## src/rtl/fighter_motion.sv

```systemverilog
`timescale 1ns/1ps
`default_nettype none
// +----------------------------------------------------------------------+
// | fighter_motion : frame-paced fighter walk/jump FSM with sprite pose   |
// | Rev 1.0                                                              |
// +----------------------------------------------------------------------+
module fighter_motion #(
  parameter logic [9:0] START_X   = 10'd100,
  parameter logic [9:0] FLOOR_Y   = 10'd280,
  parameter logic [9:0] X_MIN     = 10'd0,
  parameter logic [9:0] X_MAX     = 10'd639,
  parameter logic [9:0] SPRITE_W  = 10'd120,
  parameter logic [9:0] WALK_STEP = 10'd3,
  parameter logic [9:0] JUMP_V0   = 10'd18,
  parameter logic [9:0] GRAVITY   = 10'd1,
  parameter logic [7:0] KEY_L     = 8'h04,
  parameter logic [7:0] KEY_R     = 8'h07,
  parameter logic [7:0] KEY_J     = 8'h1A
) (
  input  logic       Clk,
  input  logic       Reset_n,
  input  logic       frame_clk,
  input  logic [7:0] keycode,
  input  logic [9:0] OtherX,
  output logic [9:0] FighterX,
  output logic [9:0] FighterY,
  output logic [2:0] sprite,
  output logic       frame_tick
);

  typedef enum logic [1:0] {IDLE, WALK_L, WALK_R, AIR} state_t;

  localparam logic [10:0]        X_RLIM   = {1'b0, X_MAX} - {1'b0, SPRITE_W} + 11'd1;
  localparam logic signed [10:0] VEL_JUMP = -$signed({1'b0, JUMP_V0});
  localparam logic signed [10:0] VEL_GRAV = $signed({1'b0, GRAVITY});
  localparam logic signed [11:0] Y_FLOOR  = $signed({2'b00, FLOOR_Y});

  logic       fc_meta_q, fc_sync_q, fc_prev_q, tick_q;
  logic [2:0] vld_q;

  // vld_q blanks edge detection until fc_prev_q holds a real post-reset
  // sample, so a level already high across reset is not seen as an edge.
  always_ff @(posedge Clk) begin
    if (!Reset_n) begin
      fc_meta_q <= 1'b0;
      fc_sync_q <= 1'b0;
      fc_prev_q <= 1'b0;
      vld_q     <= 3'b000;
      tick_q    <= 1'b0;
    end else begin
      fc_meta_q <= frame_clk;
      fc_sync_q <= fc_meta_q;
      fc_prev_q <= fc_sync_q;
      vld_q     <= {vld_q[1:0], 1'b1};
      tick_q    <= fc_sync_q & ~fc_prev_q & vld_q[2];
    end
  end

  state_t             state_q, state_d;
  logic [9:0]         x_q, x_d, y_q, y_d;
  logic [2:0]         sprite_q, sprite_d;
  logic signed [10:0] vel_q, vel_d;

  logic [10:0]        x_ext, rsum, other_hi;
  logic [9:0]         cand_l, cand_r;
  logic               block_l, block_r;
  logic signed [10:0] vel_sel;
  logic signed [11:0] y_sum;

  assign x_ext    = {1'b0, x_q};
  assign cand_l   = (x_ext < ({1'b0, X_MIN} + {1'b0, WALK_STEP})) ? X_MIN : (x_q - WALK_STEP);
  assign rsum     = x_ext + {1'b0, WALK_STEP};
  assign cand_r   = (rsum > X_RLIM) ? X_RLIM[9:0] : rsum[9:0];
  assign other_hi = {1'b0, OtherX} + {1'b0, SPRITE_W};

  // Only a step toward the opponent can be blocked by box intersection.
  assign block_l = (OtherX < x_q) && ({1'b0, cand_l} < other_hi)
                   && ({1'b0, OtherX} < ({1'b0, cand_l} + {1'b0, SPRITE_W}));
  assign block_r = (OtherX > x_q) && ({1'b0, cand_r} < other_hi)
                   && ({1'b0, OtherX} < ({1'b0, cand_r} + {1'b0, SPRITE_W}));

  assign vel_sel = (state_q == AIR) ? vel_q : VEL_JUMP;
  assign y_sum   = $signed({vel_sel[10], vel_sel}) + $signed({2'b00, y_q});

  always_comb begin
    state_d  = state_q;
    x_d      = x_q;
    y_d      = y_q;
    vel_d    = vel_q;
    sprite_d = sprite_q;
    if (tick_q) begin
      if (state_q == AIR || keycode == KEY_J) begin
        state_d = AIR;
        if (y_sum >= Y_FLOOR) begin
          y_d     = FLOOR_Y;
          vel_d   = 11'sd0;
          state_d = IDLE;
        end else begin
          y_d   = y_sum[11] ? 10'd0 : y_sum[9:0];
          vel_d = vel_sel + VEL_GRAV;
        end
      end else if (keycode == KEY_L) begin
        state_d = WALK_L;
        if (!block_l) x_d = cand_l;
      end else if (keycode == KEY_R) begin
        state_d = WALK_R;
        if (!block_r) x_d = cand_r;
      end else begin
        state_d = IDLE;
      end
      case (state_d)
        IDLE:    sprite_d = 3'd0;
        AIR:     sprite_d = 3'd2;
        default: sprite_d = 3'd1;
      endcase
    end
  end

  always_ff @(posedge Clk) begin
    if (!Reset_n) begin
      state_q  <= IDLE;
      x_q      <= START_X;
      y_q      <= FLOOR_Y;
      vel_q    <= 11'sd0;
      sprite_q <= 3'd0;
    end else begin
      state_q  <= state_d;
      x_q      <= x_d;
      y_q      <= y_d;
      vel_q    <= vel_d;
      sprite_q <= sprite_d;
    end
  end

  assign FighterX   = x_q;
  assign FighterY   = y_q;
  assign sprite     = sprite_q;
  assign frame_tick = tick_q;

endmodule
`default_nettype wire

```

## config.mk

```make
export PLATFORM = sky130hd
export DESIGN_NAME = fighter_motion
export DESIGN_NICKNAME = d
export VERILOG_FILES = /design/src/rtl/fighter_motion.sv
export SDC_FILE = /design/constraint.sdc
export NUM_CORES = 1
export LEC_CHECK = 0
export ABC_AREA = 1
export BUFFER_PORTS_ARGS = -buffer_cell sky130_fd_sc_hd__buf_2
export CAP_MARGIN = 20
export CORE_MARGIN = 3
export CORE_UTILIZATION = 43
export DETAILED_ROUTE_END_ITERATION = 16
export GPL_TIMING_DRIVEN = 0
export PLACE_DENSITY_LB_ADDON = 0.15
export SLEW_MARGIN = 20
export SYNTH_ARGS = -nofsm -noshare
export SYNTH_HDL_FRONTEND = slang
export SYNTH_SLANG_ARGS = --single-unit
```

## constraint.sdc

```tcl
create_clock -name Clk -period 6.4 [get_ports Clk]
set_input_delay 1.92 -clock Clk [delete_from_list [all_inputs] [get_ports Clk]]
set_output_delay 1.92 -clock Clk [all_outputs]
set_load 0.01 [all_outputs]
```

Word-level counts from Yosys, hierarchy flattened
Index checks and enable logic that the tools add are counted.

Register bits after elaboration: 43. Output and inout port bits: 24. Word-level logic and storage cells: 64.

Add/subtract/negate cells: 7. Order comparisons: 9. Equal/unequal tests: 7. Multiplexer cells: 17. Bitwise logic cells: 4. Reduce and logical (&&, ||, !) cells: 9.

Operators with widths (count): 2-to-1 mux 10 bit (8); less-than comparator 10 x 11 -> 1 bit (4); adder 10 x 7 -> 11 bit (second input constant) (3); 2-to-1 mux 11 bit (2); == test 8 x 3 -> 1 bit (second input constant) (2); adder 11 x 11 -> 12 bit (1); greater-or-equal comparator 12 x 10 -> 1 bit (second input constant) (1); adder 10 x 2 -> 11 bit (second input constant) (1); adder 11 x 2 -> 11 bit (second input constant) (1); > comparator 11 x 10 -> 1 bit (second input constant) (1); > comparator 10 bit (1); less-than comparator 10 bit (1); less-than comparator 10 x 2 -> 1 bit (second input constant) (1); 2-to-1 mux 2 bit (5); subtractor 10 x 2 -> 10 bit (second input constant) (1); == test 8 x 5 -> 1 bit (second input constant) (1); AND reduction 5 bit (1); == test 2 bit (second input constant) (2); logical AND 1 bit (4); case mux 2 bit (2 select lines) (1); bitwise AND 1 bit (2); zero test 2 bit (1); != test 2 x 1 -> 1 bit (second input constant) (1); != test 2 bit (second input constant) (1); 5 further kinds (6).

Depth between registers and ports, before layout
Gate-level depths: netlist (run 1).

Depth in word-level cells: 9. Gate-level depth with buffers: 30. Mapped depth without buffers: 30.

Worst setup path after synthesis (run 1)
No wires, ideal clock.

Path type: input to register. Start: in OtherX[3]. End: reg x_q[0], in the netlist FighterX[0]. Arrival time: 3.686 ns. Required time: 6.285 ns. Setup slack: 2.599 ns. Stages on the path: 14. Cells stage by stage: inv_1 > ha_1 > ha_1 > a21oi_1 > nor2_1 > a211oi_1 > nor2_1 > a211oi_1 > nand3_1 > nand2_1 > inv_2 > buf_6 > a21oi_1 > nor2_1.

Word-level cells in the longest chain between the ends: 6. Elaborated cells on any way between the ends: 14. Classes of those cells: 1 x add/sub; 6 x order compare; 2 x eq/ne; 5 x reduce/logical.

RTL lines: start, declared (line 24) `input logic [9:0] OtherX,`; adder 10 x 7 -> 11 bit (line 74) `assign other_hi = {1'b0, OtherX} + {1'b0, SPRITE_W};`; less-than comparator 10 x 11 -> 1 bit, on equally long branches (line 79, 77); logical AND 1 bit, on equally long branches (line 79, 77); logical AND 1 bit, on equally long branches (line 80, 78); != test 2 x 1 -> 1 bit (no line) / != test 2 bit (equally long branches); AND reduction 5 bit (no line) *; end signal, assigned (line 122) `x_q <= START_X;`; end signal, assigned (line 128) `x_q <= x_d;`; end, declared (line 60) `logic [9:0] x_q, x_d, y_q, y_d;`.

Every way passes the cells marked *; elsewhere a longest branch is shown, timed or not. A chain may end at the register's enable or synchronous reset.

Final worst setup path (run 1)
Start: reg x_q[0], in the netlist FighterX[0]. End: reg x_q[0], in the netlist FighterX[0].

Word-level cells in the longest chain between the ends: 8. Elaborated cells on any way between the ends: 25. Classes of those cells: 4 x add/sub; 8 x order compare; 2 x eq/ne; 6 x mux; 5 x reduce/logical.

RTL lines: adder 10 x 2 -> 11 bit (line 72) `assign rsum = x_ext + {1'b0, WALK_STEP};`; > comparator 11 x 10 -> 1 bit (line 73) `assign cand_r = (rsum > X_RLIM) ? X_RLIM[9:0] : rsum[9:0];`; 2-to-1 mux 10 bit (line 73); adder 10 x 7 -> 11 bit / less-than comparator 10 x 11 -> 1 bit (equally long branches) (line 80, 79); less-than comparator 10 x 11 -> 1 bit / logical AND 1 bit (equally long branches) (line 80, 79); logical AND 1 bit (line 80) `&& ({1'b0, OtherX} < ({1'b0, cand_r} + {1'b0, SPRITE_W}));`; != test 2 x 1 -> 1 bit (no line); AND reduction 5 bit (no line).

Parallel ways exist; a longest one is shown, timed or not. The select of a mux whose other input is x is not followed.

==> results of run 1 <==
[power by group through the flow]
stage	Combinational (mW)	Clock, mW	Sequential [mW]
2_1_floorplan	0.0468	0	0.270
3_3_place_gp	0.0702	0	0.270
3_5_place_dp	0.0724	0	0.270
4_1_cts	0.0727	0.225	0.264
5_1_grt	0.0828	0.236	0.264
6_report	0.0727	0.216	0.263
[cell usage in the layout, fill, tap and decap left out, types with 2 or more instances in the layout]
master | netlist | routed
nand3_1 | 35 | 35
buf_2 | 1 | 44
nor2_1 | 81 | 81
a21o_1 | 3 | 3
clkbuf_8 | 0 | 5
nor2_2 | 6 | 6
dfxtp_1 | 42 | 42
nand4_1 | 9 | 9
inv_1 | 90 | 90
o21ai_0 | 37 | 37
nand2_1 | 135 | 135
xor2_1 | 17 | 17
inv_2 | 12 | 12
or2_2 | 3 | 3
a21oi_1 | 47 | 47
nor2_4 | 5 | 5
ha_1 | 60 | 60
nand3_2 | 6 | 6
nor4_1 | 2 | 2
xnor2_1 | 12 | 12
a31oi_1 | 3 | 3
o21a_1 | 2 | 2
nand3b_1 | 5 | 5
nand2_2 | 7 | 7
buf_4 | 4 | 4
a21oi_2 | 2 | 2
buf_6 | 5 | 5
a211oi_1 | 3 | 3
clkbuf_1 | 7 | 8
nand2_4 | 4 | 4
a22oi_1 | 3 | 3
nor3_1 | 7 | 7
o21ai_1 | 4 | 4
[cell usage after synthesis (2+ instances only)]
| cell type | number |
|---|---|
| a211oi_1 | 3 |
| a21o_1 | 3 |
| a21oi_1 | 47 |
| a21oi_2 | 2 |
| a22oi_1 | 3 |
| a31oi_1 | 3 |
| buf_4 | 4 |
| buf_6 | 5 |
| clkbuf_1 | 7 |
| dfxtp_1 | 42 |
| ha_1 | 60 |
| inv_1 | 90 |
| inv_2 | 12 |
| nand2_1 | 135 |
| nand2_2 | 7 |
| nand2_4 | 4 |
| nand3_1 | 35 |
| nand3_2 | 6 |
| nand3b_1 | 5 |
| nand4_1 | 9 |
| nor2_1 | 81 |
| nor2_2 | 6 |
| nor2_4 | 5 |
| nor3_1 | 7 |
| nor4_1 | 2 |
| o21a_1 | 2 |
| o21ai_0 | 37 |
| o21ai_1 | 4 |
| or2_2 | 3 |
| xnor2_1 | 12 |
| xor2_1 | 17 |
[worst paths after layout]
kind	startpoint	endpoint	slack (ns)	cells after the start
max reg2reg	FighterX[0]$_SDFFE_PN0P_	FighterX[0]$_SDFFE_PN0P_	2.14	24
max	FighterX[0]$_SDFFE_PN0P_	FighterX[0]$_SDFFE_PN0P_	2.14	24
min reg2reg	fc_prev_q$_SDFF_PN0_	frame_tick$_SDFF_PN0_	0.39	1
min	fc_prev_q$_SDFF_PN0_	frame_tick$_SDFF_PN0_	0.39	1
[critical path, stage by stage (launching register included)]
cell and delay, ns:
dfxtp_1 0.53, inv_1 0.17, ha_1 0.31, xnor2_1 0.18, nor2_1 0.17, nor2_1 0.08
nor2_1 0.14, nand2_2 0.08, nand2_4 0.14, inv_1 0.16, nor2_1 0.22, inv_2 0.08
nor3_2 0.16, o21ai_1 0.14, nand2_1 0.10, nand2_1 0.05, o21ai_1 0.07, ha_1 0.25
a21o_1 0.16, a211o_1 0.31, a21oi_2 0.16, nand3_4 0.13, buf_6 0.17, a21oi_1 0.13
nor2_1 0.07
[final cells by class]
cell class | count | area [um2] | share of cell area
plain buffers | 17 | 118 | 0.0237
clock buffers | 6 | 72.6 | 0.0146
clock inverters | 2 | 37.5 | 0.00757
inverters | 103 | 387 | 0.0780
multi-input cells | 512 | 3120 | 0.630
flip-flops and latches | 42 | 841 | 0.170
well taps | 133 | 166 | 0.0336
repair buffers | 43 | 215 | 0.0434
[kinds of logic (layout without fill, tap and decap cells)]
group           after synthesis  count (layout)  share of synthesized area
xor+xnor                     29              29                     0.0569
buf+inv                     120             171                      0.113
fa+ha+maj                    61              61                      0.173
flops                        42              42                      0.188
other cells                   1               1                   0.000840
simple gates                308             308                      0.321
compound gates              113             113                      0.148
[flip-flops by register name (all words and copies together), names as in the netlist]
signal	flops
fc_prev_q	1
frame_tick	1
state_q	2
vld_q	3
fc_sync_q	1
FighterX	10
sprite	2
fc_meta_q	1
FighterY	10
vel_q	11
[routing by layer]
layer | part of all wire | up-vias | global-route usage
met2 | 0.49 | 76 | 0.369
met5 | 0 | - | 0
met3 | 0.034 | 11 | 0.0222
met4 | 0.014 | 0 | 0.0613
met1 | 0.46 | 2009 | 0.267
li1 | - | 2288 | -
==> impl_metrics.env, run 1 <==
export IMPL_critPathMaxFanout=10
export IMPL_antenna_diode_count=0
export IMPL_synth_nets=756
export IMPL_worst_setup_path_end_kind="flop"
export IMPL_hold_path_class="flop to flop"
export IMPL_ir_worst_vdd_v=0.000110
export IMPL_power_share_clock=0.391
export IMPL_ctsHoldBuffers=0
export IMPL_comb_power_share=0.132
export IMPL_slew_violations=0
export IMPL_routed_via_count=4384
export IMPL_syn_cell_area_um2=4470
export IMPL_dp_hpwl_um=9460
export IMPL_required_ns=6.61
export IMPL_antenna_found_initial=0
export IMPL_drt_iter0_markers=164
export IMPL_synthCells=674
export IMPL_dpl_cell_count=850
export IMPL_ys_seq_elements=42
export IMPL_instances_no_fill=858
export IMPL_cp_start_kind="flop"
export IMPL_period_minus_slack_ns=4.26
export IMPL_area_growth_pct=11.0
export IMPL_cts_tree="built"
export IMPL_powerDensity_nw_per_um2=111
export IMPL_die_w_um=108
export IMPL_wl_per_cell_um=13.6
export IMPL_coreArea_um2=9950
export IMPL_cts_setup_buffers=0
export IMPL_clock_root_buffer="clkbuf_8"
export IMPL_netlist_top_cells_area="dfxtp_1 19%, ha_1 17%, nand2_1 11%"
export IMPL_routed_via_density=5.11
export IMPL_clock_latency_ns=0.31
export IMPL_avgSynthCellArea_um2=6.63
export IMPL_nFillCells=1046
export IMPL_sw_frac_of_total=0.262
export IMPL_die_area_um2=11600
export IMPL_yosysTopAreaCellShare=0.188
export IMPL_ys_warn_count=0
export IMPL_row_count=36
export IMPL_path_class="flop to flop"
export IMPL_hold_viol=0
export IMPL_place_ws_ns=2.13
export IMPL_clk_pin_slew_ns=0.09
export IMPL_ys_async_sr_fraction=0
export IMPL_cts_buffers=5
export IMPL_drcViolationCount=0
export IMPL_fmax_mhz=235
export IMPL_port_buffers=43
export IMPL_totalWireLength_um=11600
export IMPL_ys_types=47
export IMPL_p_seq_frac=0.478
export IMPL_die_h_um=108
export IMPL_synth_flop_cell="dfxtp_1"
export IMPL_drt_pass1_iter_count=4
export IMPL_drive_gt1_frac=0.154
export IMPL_antenna_left=0
export IMPL_io_pins=45
export IMPL_htreeDepth=2
export IMPL_max_cap_violations=0
export IMPL_synth_enable_flop_cells=0
export IMPL_final_area_um2=4960
export IMPL_tightest_slew_ns=0.929
export IMPL_grt_overflow=0
export IMPL_worstPathArrival_ns=4.47
export IMPL_seq_area_frac_synth=0.188
export IMPL_rsz0062_at_grt="false"
export IMPL_p_total_mw=0.552
export IMPL_fin_ws_ns=2.14
export IMPL_cts_resized_gates=0
export IMPL_slew_headroom=0.375
export IMPL_final_util=0.498
export IMPL_dpl_cell_area_um2=4850
export IMPL_fin_nets=806
export IMPL_synth_top_cell_by_area="dfxtp_1"
export IMPL_power_leakage_nw=2.57
export IMPL_start_util=0.449
export IMPL_globalplace_congestion=0.907
export IMPL_outcome="finished clean"
export IMPL_period_share=0.665
export IMPL_grt_pass1_wl_um=19400
export IMPL_grt_start_max_net_pins=14
export IMPL_setup_viol=0
export IMPL_grt_pass1_vias=4030
export IMPL_globalRouteTotalUtil=0.209
export IMPL_internal_power_mw=0.407
export IMPL_hold_ws_ns=0.392
export IMPL_finalSetupTns_ns=0
export IMPL_final_setup_skew_ns=0.0112
export IMPL_clock_sinks=42
export IMPL_p_sw_mw=0.144
export IMPL_clock_path_buffers=2
(Power assumes the default switching activity.)
==> inputs of run 2 (changes only) <==
ABC_AREA = 0   (was 1)
clock period = 4.4 ns   (was 6.4 ns; I/O delays follow)
==> run 2 against run 1 <==
Against the previous run:
- cell count down 10%
- wire length is 16% higher
- final area up 6.2%
- critical endpoint unchanged
- count of clock-buffer cells in the layout shrank 1
- clock power rose by 25%
- maximum frequency down 1.6%
- worst setup slack got worse by 2.1 ns
- sequential cell count unchanged
- highest routed layer unchanged
- clock skew barely moved
==> impl_metrics.env, run 2 <==
export IMPL_startpoint="FighterX[1]$_SDFFE_PN0P_"
export IMPL_fmax_mhz=231
export IMPL_regMostFlops="vel_q"
export IMPL_seq_area_frac_synth=0.190
export IMPL_power_share_clock=0.358
export IMPL_finalSetupTns_ns=0
export IMPL_cp_start_kind="flop"
export IMPL_timing_rr_end="FighterX[0]$_SDFFE_PN0P_"
export IMPL_fin_nets=716
export IMPL_multi_input_area_um2=3470
export IMPL_fin_ws_ns=0.0749
export IMPL_sw_frac_of_total=0.289
export IMPL_period_share=0.983
export IMPL_final_common_cell="ha_1"
export IMPL_hold_start="vld_q[1]$_SDFF_PN0_"
export IMPL_slew_violations=0
export IMPL_netlist_top_cells_area="dfxtp_1 19%, ha_1 17%, xnor2_1 4.4%"
export IMPL_tightest_slew_ns=0.808
export IMPL_path_class="flop to flop"
export IMPL_totalWireLength_um=13600
export IMPL_ir_worst_vdd_v=0.000186
export IMPL_clk_pin_slew_ns=0.09
export IMPL_period_minus_slack_ns=4.33
export IMPL_ys_seq_elements=42
export IMPL_seqCellArea_um2=846
export IMPL_nFillCells=989
export IMPL_synth_flop_cell="dfxtp_1"
export IMPL_hold_path_class="flop to flop"
export IMPL_r2r_cells=18
export IMPL_drcViolationCount=0
export IMPL_ys_async_sr_fraction=0
export IMPL_final_area_um2=5270
export IMPL_grt_pass1_wl_um=21400
export IMPL_ys_top_cells_by_count="60 x ha_1, 48 x nor2_1, 45 x nand2_1, 42 x dfxtp_1, 38 x inv_1"
export IMPL_cts_tree="built"
export IMPL_globalplace_congestion=0.916
export IMPL_ys_warn_count=0
export IMPL_die_area_um2=11500
export IMPL_max_cap_violations=0
export IMPL_grt_start_max_net_pins=16
export IMPL_p_sw_mw=0.218
export IMPL_clock_root_buffer="clkbuf_8"
export IMPL_ys_types=70
export IMPL_setup_viol=0
export IMPL_area_growth_pct=18.9
export IMPL_clock_sinks=42
export IMPL_htreeDepth=2
export IMPL_antenna_left=0
export IMPL_worstPathArrival_ns=4.49
export IMPL_min_path_cells=1
export IMPL_routed_via_density=5.96
export IMPL_clock_path_buffers=2
export IMPL_worst_setup_path_end_kind="flop"
export IMPL_slew_headroom=0.453
export IMPL_wl_per_cell_um=17.7
export IMPL_power_leakage_nw=2.26
export IMPL_dpl_cell_area_um2=4810
export IMPL_outcome="finished clean"
export IMPL_dp_hpwl_um=10400
export IMPL_port_buffers=43
export IMPL_r2r_slack_ns=0.07
export IMPL_antenna_diode_count=0
export IMPL_syn_cell_area_um2=4430
export IMPL_rsz0062_at_grt="true"
export IMPL_synthCells=565
export IMPL_hold_viol=0
export IMPL_drive_gt1_frac=0.205
export IMPL_synth_most_common_cell="ha_1"
export IMPL_synth_enable_flop_cells=0
export IMPL_p_seq_frac=0.505
export IMPL_die_h_um=107
export IMPL_row_count=36
export IMPL_grt_pass1_vias=4228
export IMPL_final_setup_skew_ns=0.0113
export IMPL_ctsHoldBuffers=0
export IMPL_r2r_start="FighterX[1]$_SDFFE_PN0P_"
export IMPL_synth_nets=647
export IMPL_antenna_found_initial=0
export IMPL_drt_iter0_markers=297
export IMPL_internal_power_mw=0.538
export IMPL_io_pins=45
export IMPL_min_to="vld_q[2]$_SDFF_PN0_"
export IMPL_grt_overflow=0
export IMPL_comb_power_share=0.137
export IMPL_required_ns=4.57
export IMPL_drt_pass1_iter_count=5
export IMPL_final_cell_mix="57 x ha_1, 48 x buf_2, 46 x nor2_1"
export IMPL_largest_reg_flops=11
export IMPL_critPathMaxFanout=7
export IMPL_start_util=0.447
export IMPL_routed_via_count=4578
export IMPL_avgSynthCellArea_um2=7.83
export IMPL_cts_buffers=5
export IMPL_clock_latency_ns=0.30
export IMPL_synth_top_cell_by_area="dfxtp_1"
export IMPL_yosysTopAreaCellShare=0.190
export IMPL_globalRouteTotalUtil=0.232
export IMPL_die_w_um=107
export IMPL_p_total_mw=0.757
export IMPL_powerDensity_nw_per_um2=144
export IMPL_place_ws_ns=-0.897
export IMPL_coreArea_um2=9910
-- run 2: cell types whose count changed after synthesis, moves of 11 or more --
cell      change
a211oi_1     +12
a21oi_1      -11
inv_1        -52
inv_2        -11
mux2i_1      +11
nand2_1      -90
nand2b_1     +13
nand3_1      -17
nor2_1       -33
nor3_1       +12
-- run 2: worst max-delay path by stage --
stage | end | slack [ns] | cells past startpoint
floorplan | FighterX[5]$_SDFFE_PN1P_ | 0.03 | 19
global placement | FighterX[3]$_SDFFE_PN0P_ | -0.87 | 19
detailed placement | FighterX[3]$_SDFFE_PN0P_ | -0.90 | 19
CTS | FighterX[2]$_SDFFE_PN1P_ | 0.008 | 18
global route | FighterX[0]$_SDFFE_PN0P_ | -0.07 | 18
finish | FighterX[0]$_SDFFE_PN0P_ | 0.07 | 18
-- run 2: cell families after synthesis --
group,synth area share
compound gates,0.257
mux,0.0308
other cells,0.000847
flops,0.190
fa+ha+maj,0.176
buf+inv,0.0627
simple gates,0.219
xor+xnor,0.0633
-- run 2: what timing repair did --
item | 4_1_cts | 5_1_grt
endpoints found under the setup margin | 10 | 24
endpoints found under the hold margin | 0 | 0
gates cloned | 0 | 1
pin swaps | 2 | 11
setup buffers | 4 | 16
resized for setup | 11 | 41
-- run 2: worst max-delay path: stages, from the launching register on --
cell and delay [ns]:
dfxtp_2 0.35, buf_6 0.12, clkinvlp_4 0.11, ha_4 0.20, or3b_1 0.36, a211oi_2 0.25
a2bb2oi_2 0.12, o31ai_4 0.35, and3b_1 0.25, nor2b_4 0.19, nor3_2 0.07, mux2i_1 0.14
ha_1 0.32, nand3_2 0.12, o41a_1 0.36, a41oi_4 0.43, buf_6 0.16, mux2i_1 0.21
nor2_1 0.07
-- run 2: area by class of cell --
class / count / area share
Sequential cell: 42 / 0.161
Inverter: 39 / 0.0285
Multi-Input combinational cell: 462 / 0.659
Clock inverter: 3 / 0.00475
Timing Repair Buffer: 64 / 0.0768
Buffer: 20 / 0.0257
Tap cell: 133 / 0.0316
Clock buffer: 5 / 0.0131
-- run 2: per-layer routing --
metal | vias up | share of wire | track usage
met2 | 134 | 0.43 | 0.347
met4 | 0 | 0.017 | 0.0487
met3 | 19 | 0.060 | 0.0336
met5 | - | 0 | 0
li1 | 2212 | - | -
met1 | 2213 | 0.50 | 0.351
-- run 2: power groups by stage --
| stage | combinational (mW) | sequential (mW) | clock [mW] |
|---|---|---|---|
| floorplan | 0.0607 | 0.392 | 0 |
| global placement | 0.0942 | 0.392 | 0 |
| detailed placement | 0.0983 | 0.392 | 0 |
| CTS | 0.0997 | 0.383 | 0.277 |
| global route | 0.117 | 0.383 | 0.295 |
| finish | 0.104 | 0.382 | 0.271 |
-- run 2: through the flow --
stage | util | hold WS, ns | instances
detailed placement | 0.485 | 0.422 | 741
global placement | 0.485 | 0.415 | 741
floorplan | - | 0.412 | 565
global route | 0.531 | 0.451 | 768
CTS | 0.502 | 0.441 | 751
finish | 0.531 | 0.441 | 768
==> inputs of run 3 (changes only) <==
clock period = 3.7 ns   (was 4.4 ns; I/O delays follow)
==> run 3 against run 2 <==
Against the previous run:
- the run now ends with setup timing left
- clock power up 25%
- power rose by 21%
- global-route usage up 1.9 points
- utilization rose by 2.7 points
- sequential share of layout area is 0.74 points lower
- clock skew is essentially flat
- count of clock-buffer cells in the layout is 2 higher
- sequential power grew 19%
- non-clock buffer count is 22 higher
- largest power group unchanged
==> impl_metrics.env, run 3 (synthesized netlist as in run 2, its figures left out) <==
export IMPL_r2r_cells=20
export IMPL_place_ws_ns=-1.10
export IMPL_grt_start_max_net_pins=14
export IMPL_worstPathArrival_ns=4.22
export IMPL_power_leakage_nw=2.41
export IMPL_hold_viol=0
export IMPL_p_sw_mw=0.259
export IMPL_ctsHoldBuffers=0
export IMPL_seqCellArea_um2=848
export IMPL_clock_latency_ns=0.32
export IMPL_routed_via_density=5.85
export IMPL_critPathMaxFanout=7
export IMPL_multi_input_area_um2=3560
export IMPL_fmax_mhz=249
export IMPL_nFillCells=948
export IMPL_period_share=1.09
export IMPL_max_cap_violations=0
export IMPL_htreeDepth=2
export IMPL_cts_buffers=5
export IMPL_globalplace_congestion=0.948
export IMPL_slew_headroom=0.415
export IMPL_period_minus_slack_ns=4.02
export IMPL_io_pins=45
export IMPL_comb_power_share=0.133
export IMPL_clock_sinks=42
export IMPL_internal_power_mw=0.658
export IMPL_wl_per_cell_um=18.0
export IMPL_sw_frac_of_total=0.283
export IMPL_totalWireLength_um=14200
export IMPL_fin_ws_ns=-0.319
export IMPL_clock_root_buffer="clkbuf_8"
export IMPL_fin_nets=738
export IMPL_routed_via_count=4618
export IMPL_ir_worst_vdd_v=0.000226
export IMPL_rsz0062_at_grt="true"
export IMPL_start_util=0.447
export IMPL_final_cell_mix="58 x ha_1, 48 x buf_2, 43 x nand2_1, 43 x nor2_1, 43 x buf_4"
export IMPL_setup_viol=10
export IMPL_die_h_um=107
export IMPL_slew_violations=0
export IMPL_p_seq_frac=0.496
export IMPL_drt_pass1_iter_count=6
export IMPL_hold_path_class="flop to flop"
export IMPL_min_path_cells=1
export IMPL_dp_hpwl_um=10600
export IMPL_clk_pin_slew_ns=0.08
export IMPL_grt_pass1_wl_um=22900
export IMPL_tightest_slew_ns=0.865
export IMPL_hold_ws_ns=0.438
export IMPL_power_share_clock=0.371
export IMPL_powerDensity_nw_per_um2=166
export IMPL_cts_tree="built"
export IMPL_die_w_um=107
export IMPL_final_util=0.559
export IMPL_antenna_left=0
export IMPL_violations="setup timing"
export IMPL_area_growth_pct=25.1
export IMPL_clock_path_buffers=2
export IMPL_grt_overflow=0
export IMPL_drive_gt1_frac=0.259
export IMPL_antenna_found_initial=0
export IMPL_path_class="flop to flop"
export IMPL_final_common_cell="ha_1"
export IMPL_drcViolationCount=0
export IMPL_regMostFlops="vel_q"
export IMPL_port_buffers=43
export IMPL_antenna_diode_count=0
export IMPL_die_area_um2=11500
export IMPL_p_total_mw=0.917
export IMPL_largest_reg_flops=11
export IMPL_outcome="complete, but fails checks"
export IMPL_drt_iter0_markers=415
export IMPL_grt_pass1_vias=4446
export IMPL_worst_setup_path_end_kind="flop"
export IMPL_final_setup_skew_ns=0.0116
export IMPL_globalRouteTotalUtil=0.251
export IMPL_cp_start_kind="flop"
export IMPL_required_ns=3.90
export IMPL_row_count=36
export IMPL_coreArea_um2=9910
==> run 3: cell count changes in the layout (fill, tap and decap cells not counted), sizes merged <==
cell / previous run / this run
inv: 39 / 40
clkinvlp: 2 / 0
buf: 80 / 103
clkinv: 1 / 0
clkbuf: 9 / 10
==> run 3: stage by stage <==
| step | TNS (ns) | cell area [um2] | instances |
|---|---|---|---|
| 2_1_floorplan | -1.16 | 4480 | 565 |
| 3_3_place_gp | -16.37 | 4870 | 741 |
| 3_5_place_dp | -18.66 | 4870 | 741 |
| 4_1_cts | -2.51 | 5320 | 775 |
| 5_1_grt | -4.62 | 5540 | 790 |
| 6_report | -2.49 | 5540 | 790 |
==> run 3: routing by layer <==
layer,GRT usage,up-vias,part of all wire
met4,0.0685,0,0.015
met3,0.0360,23,0.065
met2,0.377,160,0.43
met1,0.372,2177,0.49
li1,-,2258,-
met5,0,-,0
==> run 3: worst paths after layout <==
check,from,to,slack [ns]
min reg2reg,fc_meta_q$_SDFF_PN0_,fc_sync_q$_SDFF_PN0_,0.44
min,fc_meta_q$_SDFF_PN0_,fc_sync_q$_SDFF_PN0_,0.44
max reg2reg,FighterX[0]$_SDFFE_PN0P_,FighterX[5]$_SDFFE_PN1P_,-0.32
max,FighterX[0]$_SDFFE_PN0P_,FighterX[5]$_SDFFE_PN1P_,-0.32
==> run 3: repair_timing <==
action	CTS	global route
pin swaps	17	25
endpoints found under the setup margin	32	29
buffers inserted	27	17
resized for setup	36	32
gates cloned	1	0
==> run 3: power groups by stage <==
stage | logic, mW | clock network (mW) | registers, mW
floorplan | 0.0727 | 0 | 0.465
global placement | 0.112 | 0 | 0.465
detailed placement | 0.116 | 0 | 0.465
CTS | 0.119 | 0.345 | 0.455
global route | 0.139 | 0.368 | 0.455
finish | 0.122 | 0.340 | 0.455
==> run 3: worst max-delay path, cell delays in order (launching register included) <==
cell,delay (ns)
dfxtp_4,0.38
buf_8,0.12
inv_4,0.03
ha_4,0.17
or3b_1,0.39
a211oi_2,0.25
a2bb2oi_2,0.10
o31ai_4,0.19
buf_6,0.16
and3b_2,0.20
nor2b_4,0.19
nor3_4,0.06
mux2i_1,0.20
ha_1,0.29
nand3_1,0.09
nand3_2,0.08
a211oi_2,0.27
a41oi_4,0.16
buf_12,0.17
buf_8,0.13
o31a_1,0.29
==> run 3: layout make-up <==
type / count / area share
Multi-Input combinational cell: 462 / 0.643
Timing Repair Buffer: 87 / 0.106
Clock inverter: 1 / 0.00158
Sequential cell: 42 / 0.153
Inverter: 39 / 0.0273
Clock buffer: 7 / 0.0156
Tap cell: 133 / 0.0301
Buffer: 19 / 0.0235
